File: src/rtl/alu_seq.sv
// Registered, handshaked ALU: half-add, subtract, and iterative one-bit-per-cycle
// logical shifts. One operation in flight; the result is held until the consumer takes it.
module alu_seq #(
    parameter int WIDTH = 8,
    parameter int SHW   = $clog2(WIDTH)
) (
    input  logic             clk,
    input  logic             rst_n,
    input  logic             in_vld,
    output logic             in_rdy,
    input  logic [WIDTH-1:0] A,
    input  logic [WIDTH-1:0] B,
    input  logic [1:0]       mode,
    input  logic [SHW-1:0]   shamt,
    output logic             out_vld,
    input  logic             out_rdy,
    output logic [WIDTH-1:0] Y,
    output logic             C,
    output logic             V,
    output logic             N,
    output logic             Z
);

    typedef enum logic [1:0] {IDLE, SHIFT, DONE} state_t;

    state_t           state_q, state_d;
    logic [WIDTH-1:0] y_q, y_d;
    logic             c_q, c_d;
    logic             v_q, v_d;
    logic [SHW-1:0]   cnt_q, cnt_d;
    logic             left_q, left_d;

    logic             accept;
    logic [WIDTH:0]   sum_half;
    logic [WIDTH:0]   sum_sub;

    assign accept   = in_vld & in_rdy;
    assign sum_half = {2'b00, A[WIDTH-1:1]} + {1'b0, B};
    // Extra top bit captures carry-out, i.e. "no borrow" for the subtract.
    assign sum_sub  = {1'b0, A} + {1'b0, ~B} + {{WIDTH{1'b0}}, 1'b1};

    always_ff @(posedge clk or negedge rst_n) begin
        if (!rst_n) begin
            state_q <= IDLE;
        end else begin
            state_q <= state_d;
        end
    end

    always_comb begin
        state_d = state_q;
        case (state_q)
            IDLE: begin
                if (accept) begin
                    if (mode[1] && (shamt != '0)) begin
                        state_d = SHIFT;
                    end else begin
                        state_d = DONE;
                    end
                end
            end
            SHIFT: begin
                if (cnt_q == SHW'(1)) begin
                    state_d = DONE;
                end
            end
            DONE: begin
                if (out_rdy) begin
                    state_d = IDLE;
                end
            end
            default: state_d = IDLE;
        endcase
    end

    always_comb begin
        in_rdy  = (state_q == IDLE);
        out_vld = (state_q == DONE);
    end

    always_comb begin
        y_d    = y_q;
        c_d    = c_q;
        v_d    = v_q;
        cnt_d  = cnt_q;
        left_d = left_q;
        if (accept) begin
            case (mode)
                2'b00: begin
                    y_d = sum_half[WIDTH-1:0];
                    c_d = sum_half[WIDTH];
                    v_d = 1'b0;
                end
                2'b01: begin
                    y_d = sum_sub[WIDTH-1:0];
                    c_d = sum_sub[WIDTH];
                    v_d = (A[WIDTH-1] != B[WIDTH-1]) & (sum_sub[WIDTH-1] != A[WIDTH-1]);
                end
                default: begin
                    y_d    = A;
                    c_d    = 1'b0;
                    v_d    = 1'b0;
                    cnt_d  = shamt;
                    left_d = mode[0];
                end
            endcase
        end else if (state_q == SHIFT) begin
            if (left_q) begin
                y_d = {y_q[WIDTH-2:0], 1'b0};
                c_d = y_q[WIDTH-1];
            end else begin
                y_d = {1'b0, y_q[WIDTH-1:1]};
                c_d = y_q[0];
            end
            cnt_d = cnt_q - SHW'(1);
        end
    end

    always_ff @(posedge clk or negedge rst_n) begin
        if (!rst_n) begin
            y_q    <= '0;
            c_q    <= 1'b0;
            v_q    <= 1'b0;
            cnt_q  <= '0;
            left_q <= 1'b0;
        end else begin
            y_q    <= y_d;
            c_q    <= c_d;
            v_q    <= v_d;
            cnt_q  <= cnt_d;
            left_q <= left_d;
        end
    end

    assign Y = y_q;
    assign C = c_q;
    assign V = v_q;
    assign N = y_q[WIDTH-1];
    assign Z = (y_q == '0);

endmodule

File: config.mk
export PLATFORM = sky130hd
export DESIGN_NAME = alu_seq
export DESIGN_NICKNAME = d
export VERILOG_FILES = /design/src/rtl/alu_seq.sv
export SDC_FILE = /design/constraint.sdc
export NUM_CORES = 1
export LEC_CHECK = 0
export BUFFER_PORTS_ARGS = -buffer_cell sky130_fd_sc_hd__buf_4
export CORE_MARGIN = 1.5
export CORE_UTILIZATION = 30
export DETAILED_ROUTE_END_ITERATION = 6
export SLEW_MARGIN = 20
export SYNTH_ARGS = -nofsm -noshare
export SYNTH_HDL_FRONTEND = slang
export SYNTH_SLANG_ARGS = --single-unit
File: constraint.sdc
create_clock -name clk -period 1.8 [get_ports clk]
set_input_delay 0.18 -clock clk [delete_from_list [all_inputs] [get_ports clk]]
set_output_delay 0.18 -clock clk [all_outputs]
set_load 0.005 [all_outputs]
==> results_tabular.tex, run 1 <==
\begin{tabular}{lr}
\hline
Metric & Value \\
\hline
\multicolumn{2}{l}{\textbf{Run status}} \\
\quad Outcome & finished clean \\
\multicolumn{2}{l}{\textbf{Synth}} \\
\quad Share of the synthesized netlist area taken by xor and xnor gates & 2.48\% \\
\quad Share of the synthesized area in the top cell type & 22.7\% \\
\quad Summed instance area of the synthesized netlist & 1770 µm² \\
\quad Average footprint of a synthesized cell & 8.45 µm² \\
\quad Netlist cell types & 51 \\
\quad Cell type with the largest total area after synthesis & sky130\_fd\_sc\_hd\_\_dfrtp\_1 \\
\quad Synthesized flop and latch total & 16 \\
\quad Post-synthesis share of cell area spent on full adders, half adders and majority gates & 15.0\% \\
\quad Area fraction in compound gates after synthesis & 28.6\% \\
\quad Largest cells by area after synthesis & sky130\_fd\_sc\_hd\_\_dfrtp\_1, sky130\_fd\_sc\_hd\_\_ha\_1, sky130\_fd\_sc\_hd\_\_mux2i\_1, sky130\_fd\_sc\_hd\_\_a21oi\_1, sky130\_fd\_sc\_hd\_\_o21ai\_0 \\
\quad Primary FF master, synth & sky130\_fd\_sc\_hd\_\_dfrtp\_1 \\
\quad Synth warn & 0 \\
\quad Combinational family with the most area after synthesis & compound AO/OA/AOI/OAI gates \\
\quad Async set-or-reset flop fraction in the synthesized netlist & 100\% \\
\quad Simple-gate area share of the yosys netlist & 19.1\% \\
\quad Synthesized net count & 254 \\
\quad Post-synth EDFFs & 0 \\
\quad Cells after synthesis & 209 \\
\quad Share of cell area taken by muxes after synthesis & 6.30\% \\
\quad Sequential cell area fraction in the yosys report & 22.7\% \\
\multicolumn{2}{l}{\textbf{Power and ir drop}} \\
\quad Static Leakage & 1.06 nW \\
\quad Power share of the clock group & 13.7\% \\
\quad Power density cells & 1030 nW/µm² \\
\quad VDD IR-drop max & 0.394 mV \\
\quad Flop pwr share & 33.2\% \\
\quad Cell internal pwr & 0.00139 W \\
\quad Switching share of power & 40.6\% \\
\quad Switching power summed over all nets & 0.000954 W \\
\quad Combinational share of power & 53.1\% \\
\multicolumn{2}{l}{\textbf{Layout}} \\
\quad Antenna fix cells & 0 \\
\quad Share of the core filled with cells & 40.5\% \\
\quad Most common library cell in the layout ignoring fill and taps & sky130\_fd\_sc\_hd\_\_buf\_4 \\
\quad Commonest cells after routing, fill and taps aside & sky130\_fd\_sc\_hd\_\_buf\_4, sky130\_fd\_sc\_hd\_\_ha\_1, sky130\_fd\_sc\_hd\_\_dfrtp\_1, sky130\_fd\_sc\_hd\_\_nor2\_1 \\
\quad Combined area of the multi-input logic cells & 1270 µm² \\
\quad Sequential cell area & 400 µm² \\
\quad Post-route insts no fill & 330 \\
\quad Number of nets in the layout & 304 \\
\quad Fraction of final layout cells with drive strength greater than 1 & 25.6\% \\
\quad Post-synthesis to final-layout area growth & 28.7\% \\
\quad Fill cells & 612 \\
\multicolumn{2}{l}{\textbf{GRT}} \\
\quad Total routing usage reported by global routing & 14.6\% \\
\quad GR Layer Usage met1 & 21.5\% \\
\quad Number of global-route vias before repair & 1561 \\
\quad Top Usage Layer GRT & met2 \\
\quad Total overflow reported by the global router & 0 \\
\quad GR Util met2 & 23.0\% \\
\quad Met3 usage & 1.60\% \\
\quad Maximum number of pins on one net before global-route repair & 20 \\
\quad Antenna violations before repair & 0 \\
\quad Global-route wire length before repair & 7.45 mm \\
\multicolumn{2}{l}{\textbf{Floorplanning}} \\
\quad Starting Density & 31.5\% \\
\quad Number of rows in the core area & 27 \\
\quad I/O Pins & 39 \\
\quad Height of the die & 79.7 µm \\
\quad Core region area & 5610 µm² \\
\quad Die boundary width & 79.7 µm \\
\quad Total Die Area & 6360 µm² \\
\multicolumn{2}{l}{\textbf{Min path}} \\
\quad Hold crit path type & input port to register \\
\multicolumn{2}{l}{\textbf{Timing}} \\
\quad Clock Skew & 0.000917 ns \\
\quad Part of the cycle the worst path needs & 95.4\% \\
\quad Fin Hold WS & 0.199 ns \\
\quad Fin crit period & 1.72 ns \\
\quad Worst slew margin relative to its limit & 71.0\% \\
\quad RSZ-0062 raised after global routing & false \\
\quad Maximum frequency from static timing analysis & 583 MHz \\
\quad Setup violators final & 0 \\
\quad Final hold viol count & 0 \\
\quad Max-slew violation count & 0 \\
\quad Tightest Pin Transition & 0.435 ns \\
\multicolumn{2}{l}{\textbf{Clock tree}} \\
\quad Number of buffers added by the clock tree synthesis step & 3 \\
\quad Clock latency of the later-clocked register in the worst-skew pair & 0.25 ns \\
\quad TritonCTS clock tree & built \\
\quad Deepest clock path buffer count & 2 \\
\quad Maximum level of the CTS H-tree & 1 \\
\quad Total number of clock tree sinks & 16 \\
\quad Root buf cell & sky130\_fd\_sc\_hd\_\_clkbuf\_8 \\
\quad CTS clock-pin slew for the worst setup and hold paths & 0.07 ns \\
\quad Number of buffers inserted to repair setup after CTS & 0 \\
\multicolumn{2}{l}{\textbf{Detailed routing}} \\
\quad Final Routed Wirelength & 4.62 mm \\
\quad Wire length per cell & 14.0 µm \\
\quad First drt pass iteration count & 4 \\
\quad Final antenna-violating net count & 0 \\
\quad Via count & 1738 \\
\quad DRC violations left & 0 \\
\quad Via density per instance & 5.27 \\
\quad Initial DRC count & 45 \\
\multicolumn{2}{l}{\textbf{Placement}} \\
\quad Gp weighted congestion & 0.865 \\
\quad Count of input and output buffers & 38 \\
\quad Placed instance count & 325 \\
\quad Placed wire-length estimate after detailed placement & 3.70 mm \\
\multicolumn{2}{l}{\textbf{Critical path}} \\
\quad Reg2reg start & state\_q[1] \\
\quad End point of the critical path & Y[7] \\
\quad R2R cell count & 5 \\
\quad Kind of critical path & register to register \\
\quad Required time at the endpoint of the critical path & 1.93 ns \\
\quad Crit start category & register \\
\quad Setup crit end kind & register \\
\quad Launch point of the worst path & state\_q[1] \\
\quad Crit path DAT & 1.84 ns \\
\quad Crit-path max FO & 9 \\
\quad Capture point of the worst reg-to-reg path & Y[7] \\
\quad R2r setup slk & 0.08 ns \\
\multicolumn{2}{l}{\textbf{Run}} \\
\quad Max Cap Violations & 0 \\
\hline
\end{tabular}
## cell type report
cell class / count / share of cell area (%)
Multi-Input combinational cell: 170 / 55.8
Timing Repair Buffer: 54 / 17.9
Sequential cell: 16 / 17.6
Tap cell: 72 / 3.96
Clock buffer: 4 / 2.42
Inverter: 14 / 2.31
## layer usage
layer	wire [µm]	up-vias
met5	0	-
met4	24	0
met3	250	2
met2	2020	44
met1	2330	807
li1	-	885
## state kept, by name, indices dropped and copies added (netlist names)
| register | cells |
|---|---|
| left_q | 1 |
| C | 1 |
| Y | 8 |
| state_q | 2 |
| cnt_q | 3 |
| V | 1 |
## kinds of logic after synthesis
kind of cell    after synthesis
compound gates               72
simple gates                 62
buf+inv                      23
fa+ha+maj                    20
flops                        16
mux                          11
xor+xnor                      5
## per-stage QoR
| step | worst slack, ns | TNS (ns) | power (W) | cell area [µm²] |
|---|---|---|---|---|
| final | 0.0833 | 0 | 0.00235 | 2270 |
| after CTS | 0.0342 | 0 | 0.00236 | 2270 |
| after detailed placement | -0.218 | -0.529 | 0.00203 | 2200 |
| after global placement | -0.142 | -0.410 | 0.00203 | 2200 |
| after floorplan | 0.0766 | 0 | 0.00156 | 1770 |
| after global routing | 0.00717 | 0 | 0.00255 | 2270 |
## cells in the mapped netlist (3+ instances only)
cell and count:
sky130_fd_sc_hd__a21oi_1 14, sky130_fd_sc_hd__a211oi_1 6, sky130_fd_sc_hd__o221ai_1 3, sky130_fd_sc_hd__nor2b_1 3, sky130_fd_sc_hd__clkbuf_1 4, sky130_fd_sc_hd__o21bai_1 3, sky130_fd_sc_hd__nor2_1 15, sky130_fd_sc_hd__a21o_1 5
sky130_fd_sc_hd__nor3_1 8, sky130_fd_sc_hd__o31ai_1 3, sky130_fd_sc_hd__ha_1 18, sky130_fd_sc_hd__o21ai_0 14, sky130_fd_sc_hd__o22ai_1 3, sky130_fd_sc_hd__nand3_1 5, sky130_fd_sc_hd__dfrtp_1 16, sky130_fd_sc_hd__mux2i_1 10
sky130_fd_sc_hd__xnor2_1 4, sky130_fd_sc_hd__or4_1 4, sky130_fd_sc_hd__inv_1 14, sky130_fd_sc_hd__nand2_1 14, sky130_fd_sc_hd__o211ai_1 3
## what timing repair did
action,4_1_cts,5_1_grt
hold endpoints to repair,16,0
resized for setup,0,1
hold buffers,1,0
endpoints found under the setup margin,0,1
## worst max-delay path, cell delays in order (launching register included)
cell                       delay, ns
sky130_fd_sc_hd__dfrtp_1        0.50
sky130_fd_sc_hd__and2b_1        0.30
sky130_fd_sc_hd__and3_1         0.24
sky130_fd_sc_hd__a221o_1        0.28
sky130_fd_sc_hd__a211oi_2       0.16
sky130_fd_sc_hd__a32oi_1        0.12
## power by group through the flow
| stage | Sequential [W] | Combinational, W | Clock [W] |
|---|---|---|---|
| after global placement | 0.000787 | 0.00124 | 0 |
| after CTS | 0.000782 | 0.00125 | 0.000329 |
| after global routing | 0.000815 | 0.00139 | 0.000345 |
| final | 0.000780 | 0.00125 | 0.000321 |
| after detailed placement | 0.000788 | 0.00125 | 0 |
| after floorplan | 0.000657 | 0.000904 | 0 |
## worst min path at each step
stage | startpoint | endpoint | slack (ns) | cells past startpoint
5_1_grt | shamt[2] | cnt_q[2] | 0.22 | 3
3_5_place_dp | rst_n | state_q[0] | 0.05 | 1
6_report | shamt[2] | cnt_q[2] | 0.20 | 3
4_1_cts | shamt[2] | cnt_q[2] | 0.20 | 3
3_3_place_gp | rst_n | state_q[1] | 0.05 | 1
2_1_floorplan | rst_n | C | -0.12 | 0
(Power assumes the default switching activity.)
==> run 2, diff against run 1 <==
Settings changed: BUFFER_PORTS_ARGS -buffer_cell sky130_fd_sc_hd__buf_4 to -buffer_cell sky130_fd_sc_hd__buf_2.
Clock period 1.8 ns to 1.5 ns, I/O delays scaled along.
==> run 2 against run 1 <==
Compared with the run above: the run now ends with negative setup slack left; via count up 11%; non-clock buffer count up 47; cell count up 14%; critical path depth unchanged; wire length up 17%; critical endpoint unchanged; highest routed layer unchanged.
==> results_tabular.tex, run 2 (same netlist as run 1, synthesis figures left out) <==
\begin{tabular}{lr}
\hline
Metric & Value \\
\hline
\multicolumn{2}{l}{\textbf{Run status}} \\
\quad Outcome & finished with violations \\
\quad Failing checks & negative setup slack \\
\multicolumn{2}{l}{\textbf{Critical path}} \\
\quad Combined buffer and inverter count along the critical path & 0 \\
\quad Dominant delay contributor by cell family on the critical path & compound AO/OA/AOI/OAI gates \\
\quad R2r setup slk & -0.06 ns \\
\quad Capture point of the worst reg-to-reg path & Y[7] \\
\quad Crit path DAT & 1.70 ns \\
\quad Reg2reg start & state\_q[0] \\
\quad Setup crit end kind & register \\
\quad Required time at the endpoint of the critical path & 1.64 ns \\
\quad Cells along the critical path & and2b\_2, and3\_4, a221o\_1, a211oi\_2, a32oi\_1 \\
\quad Standard cell with the maximum stage delay on the critical path & sky130\_fd\_sc\_hd\_\_dfrtp\_2 \\
\quad Kind of critical path & register to register \\
\quad Crit-path max FO & 6 \\
\quad R2R cell count & 5 \\
\quad Crit-path max cell delay & 0.45 ns \\
\quad Crit start category & register \\
\multicolumn{2}{l}{\textbf{Clock tree}} \\
\quad TritonCTS clock tree & built \\
\quad Total number of clock tree sinks & 16 \\
\quad Deepest clock path buffer count & 2 \\
\quad CTS clock-pin slew for the worst setup and hold paths & 0.07 ns \\
\quad Number of buffers added by the clock tree synthesis step & 3 \\
\quad Maximum level of the CTS H-tree & 1 \\
\quad Root buf cell & sky130\_fd\_sc\_hd\_\_clkbuf\_8 \\
\quad Clock latency of the later-clocked register in the worst-skew pair & 0.26 ns \\
\multicolumn{2}{l}{\textbf{Power and ir drop}} \\
\quad VDD IR-drop max & 0.712 mV \\
\quad Switching power summed over all nets & 0.00134 W \\
\quad Cell internal pwr & 0.00198 W \\
\quad Switching share of power & 40.3\% \\
\quad Total design power & 0.00331 W \\
\quad Power density cells & 1230 nW/µm² \\
\quad Static Leakage & 1.30 nW \\
\quad Flop pwr share & 25.8\% \\
\quad Power share of the clock group & 12.2\% \\
\quad Combinational share of power & 62.0\% \\
\multicolumn{2}{l}{\textbf{Placement}} \\
\quad Worst slack at placement & -0.374 ns \\
\quad Gp weighted congestion & 0.832 \\
\quad Placed wire-length estimate after detailed placement & 4.33 mm \\
\quad Placed instance count & 362 \\
\quad Count of input and output buffers & 38 \\
\quad Area after DPL & 2430 µm² \\
\multicolumn{2}{l}{\textbf{Min path}} \\
\quad Start point of the worst hold path & shamt[2] \\
\quad Hold crit path type & input port to register \\
\quad Hold Crit Endpoint & cnt\_q[2] \\
\quad Hold path depth & 3 \\
\multicolumn{2}{l}{\textbf{Detailed routing}} \\
\quad Final antenna-violating net count & 0 \\
\quad Final Routed Wirelength & 5.42 mm \\
\quad DRC violations left & 0 \\
\quad First drt pass iteration count & 4 \\
\quad Initial DRC count & 118 \\
\quad Via density per instance & 5.12 \\
\quad Via count & 1932 \\
\quad Wire length per cell & 14.4 µm \\
\multicolumn{2}{l}{\textbf{Layout}} \\
\quad Most common library cell in the layout ignoring fill and taps & sky130\_fd\_sc\_hd\_\_buf\_4 \\
\quad Post-route insts no fill & 377 \\
\quad Fraction of final layout cells with drive strength greater than 1 & 45.2\% \\
\quad Antenna fix cells & 0 \\
\quad Fill cells & 557 \\
\quad Max FFs per register & 8 \\
\quad Post-synthesis to final-layout area growth & 52.1\% \\
\quad Post-route cell area & 2690 µm² \\
\quad Number of nets in the layout & 351 \\
\quad Commonest cells after routing, fill and taps aside & sky130\_fd\_sc\_hd\_\_buf\_4, sky130\_fd\_sc\_hd\_\_buf\_2, sky130\_fd\_sc\_hd\_\_ha\_1, sky130\_fd\_sc\_hd\_\_nor2\_1, sky130\_fd\_sc\_hd\_\_nand2\_1 \\
\multicolumn{2}{l}{\textbf{Floorplanning}} \\
\quad Die boundary width & 79.7 µm \\
\quad Core region area & 5610 µm² \\
\quad Starting Density & 31.5\% \\
\quad I/O Pins & 39 \\
\quad Number of rows in the core area & 27 \\
\quad Height of the die & 79.7 µm \\
\quad Total Die Area & 6360 µm² \\
\multicolumn{2}{l}{\textbf{GRT}} \\
\quad Global-route wire length before repair & 8.73 mm \\
\quad GR Layer Usage met1 & 25.0\% \\
\quad Antenna violations before repair & 0 \\
\quad Number of global-route vias before repair & 1843 \\
\quad Total overflow reported by the global router & 0 \\
\quad Maximum number of pins on one net before global-route repair & 17 \\
\quad Total routing usage reported by global routing & 17.6\% \\
\quad Top Usage Layer GRT & met2 \\
\quad Met3 usage & 0.457\% \\
\quad GR Util met2 & 28.1\% \\
\multicolumn{2}{l}{\textbf{Timing}} \\
\quad Part of the cycle the worst path needs & 104\% \\
\quad Worst slew margin relative to its limit & 70.1\% \\
\quad RSZ-0062 raised after global routing & true \\
\quad Clock Skew & 0.00283 ns \\
\quad Setup violators final & 5 \\
\quad Max-slew violation count & 0 \\
\quad Final hold viol count & 0 \\
\quad Tightest Pin Transition & 0.447 ns \\
\quad Fin crit period & 1.56 ns \\
\quad Maximum frequency from static timing analysis & 641 MHz \\
\quad Setup WS post-layout & -0.0601 ns \\
\multicolumn{2}{l}{\textbf{Run}} \\
\quad Max Cap Violations & 0 \\
\hline
\end{tabular}
run 2: per-stage QoR:
| stage | util [%] | hold WS, ns | setup TNS [ns] |
|---|---|---|---|
| after global routing | 47.9 | 0.200 | -0.547 |
| after floorplan | - | -0.146 | -0.293 |
| after detailed placement | 43.3 | 0.0981 | -2.32 |
| after global placement | 43.3 | 0.0896 | -2.19 |
| after CTS | 46.4 | 0.186 | -0.234 |
| final | 47.9 | 0.183 | -0.192 |
run 2: worst max-delay path by stage:
stage / from / end / slack, ns / cells past startpoint
finish: state_q[0] / Y[7] / -0.06 / 5
global route: B[0] / Y[6] / -0.11 / 10
detailed placement: B[0] / C / -0.37 / 10
floorplan: state_q[1] / Y[7] / -0.09 / 6
global placement: B[0] / C / -0.44 / 10
CTS: state_q[1] / Y[7] / -0.08 / 5
run 2: worst min-delay path, delay by kind of cell:
kind            cells  cell delay, ns
buf+inv             1            0.09
simple gates        1            0.07
compound gates      1            0.09
run 2: cell type report:
class                           count  area, µm²  area share, %
Clock buffer                        4       55.1           2.05
Multi-Input combinational cell    170       1370           51.0
Inverter                           14       57.6           2.14
Tap cell                           72       90.1           3.35
Sequential cell                    16        405           15.1
Timing Repair Buffer              101        709           26.4
run 2: timing repair:
action | in CTS | in global routing
endpoints found under the hold margin | 16 | 0
pin swaps | 6 | 14
hold buffers | 1 | 0
resized for setup | 17 | 18
endpoints found under the setup margin | 6 | 9
setup buffers | 6 | 4
run 2: layer usage:
metal | vias up | wire length [µm]
met5 | - | 0
met4 | 0 | 114
met3 | 8 | 192
met2 | 50 | 2420
met1 | 895 | 2700
li1 | 979 | -
run 2: power by group through the flow:
stage               combinational (W)  sequential, W  clock, W
floorplan                     0.00113       0.000791         0
global placement              0.00178       0.000861         0
detailed placement            0.00181       0.000872         0
CTS                           0.00197       0.000848  0.000405
global route                  0.00227       0.000883  0.000423
finish                        0.00206       0.000856  0.000403
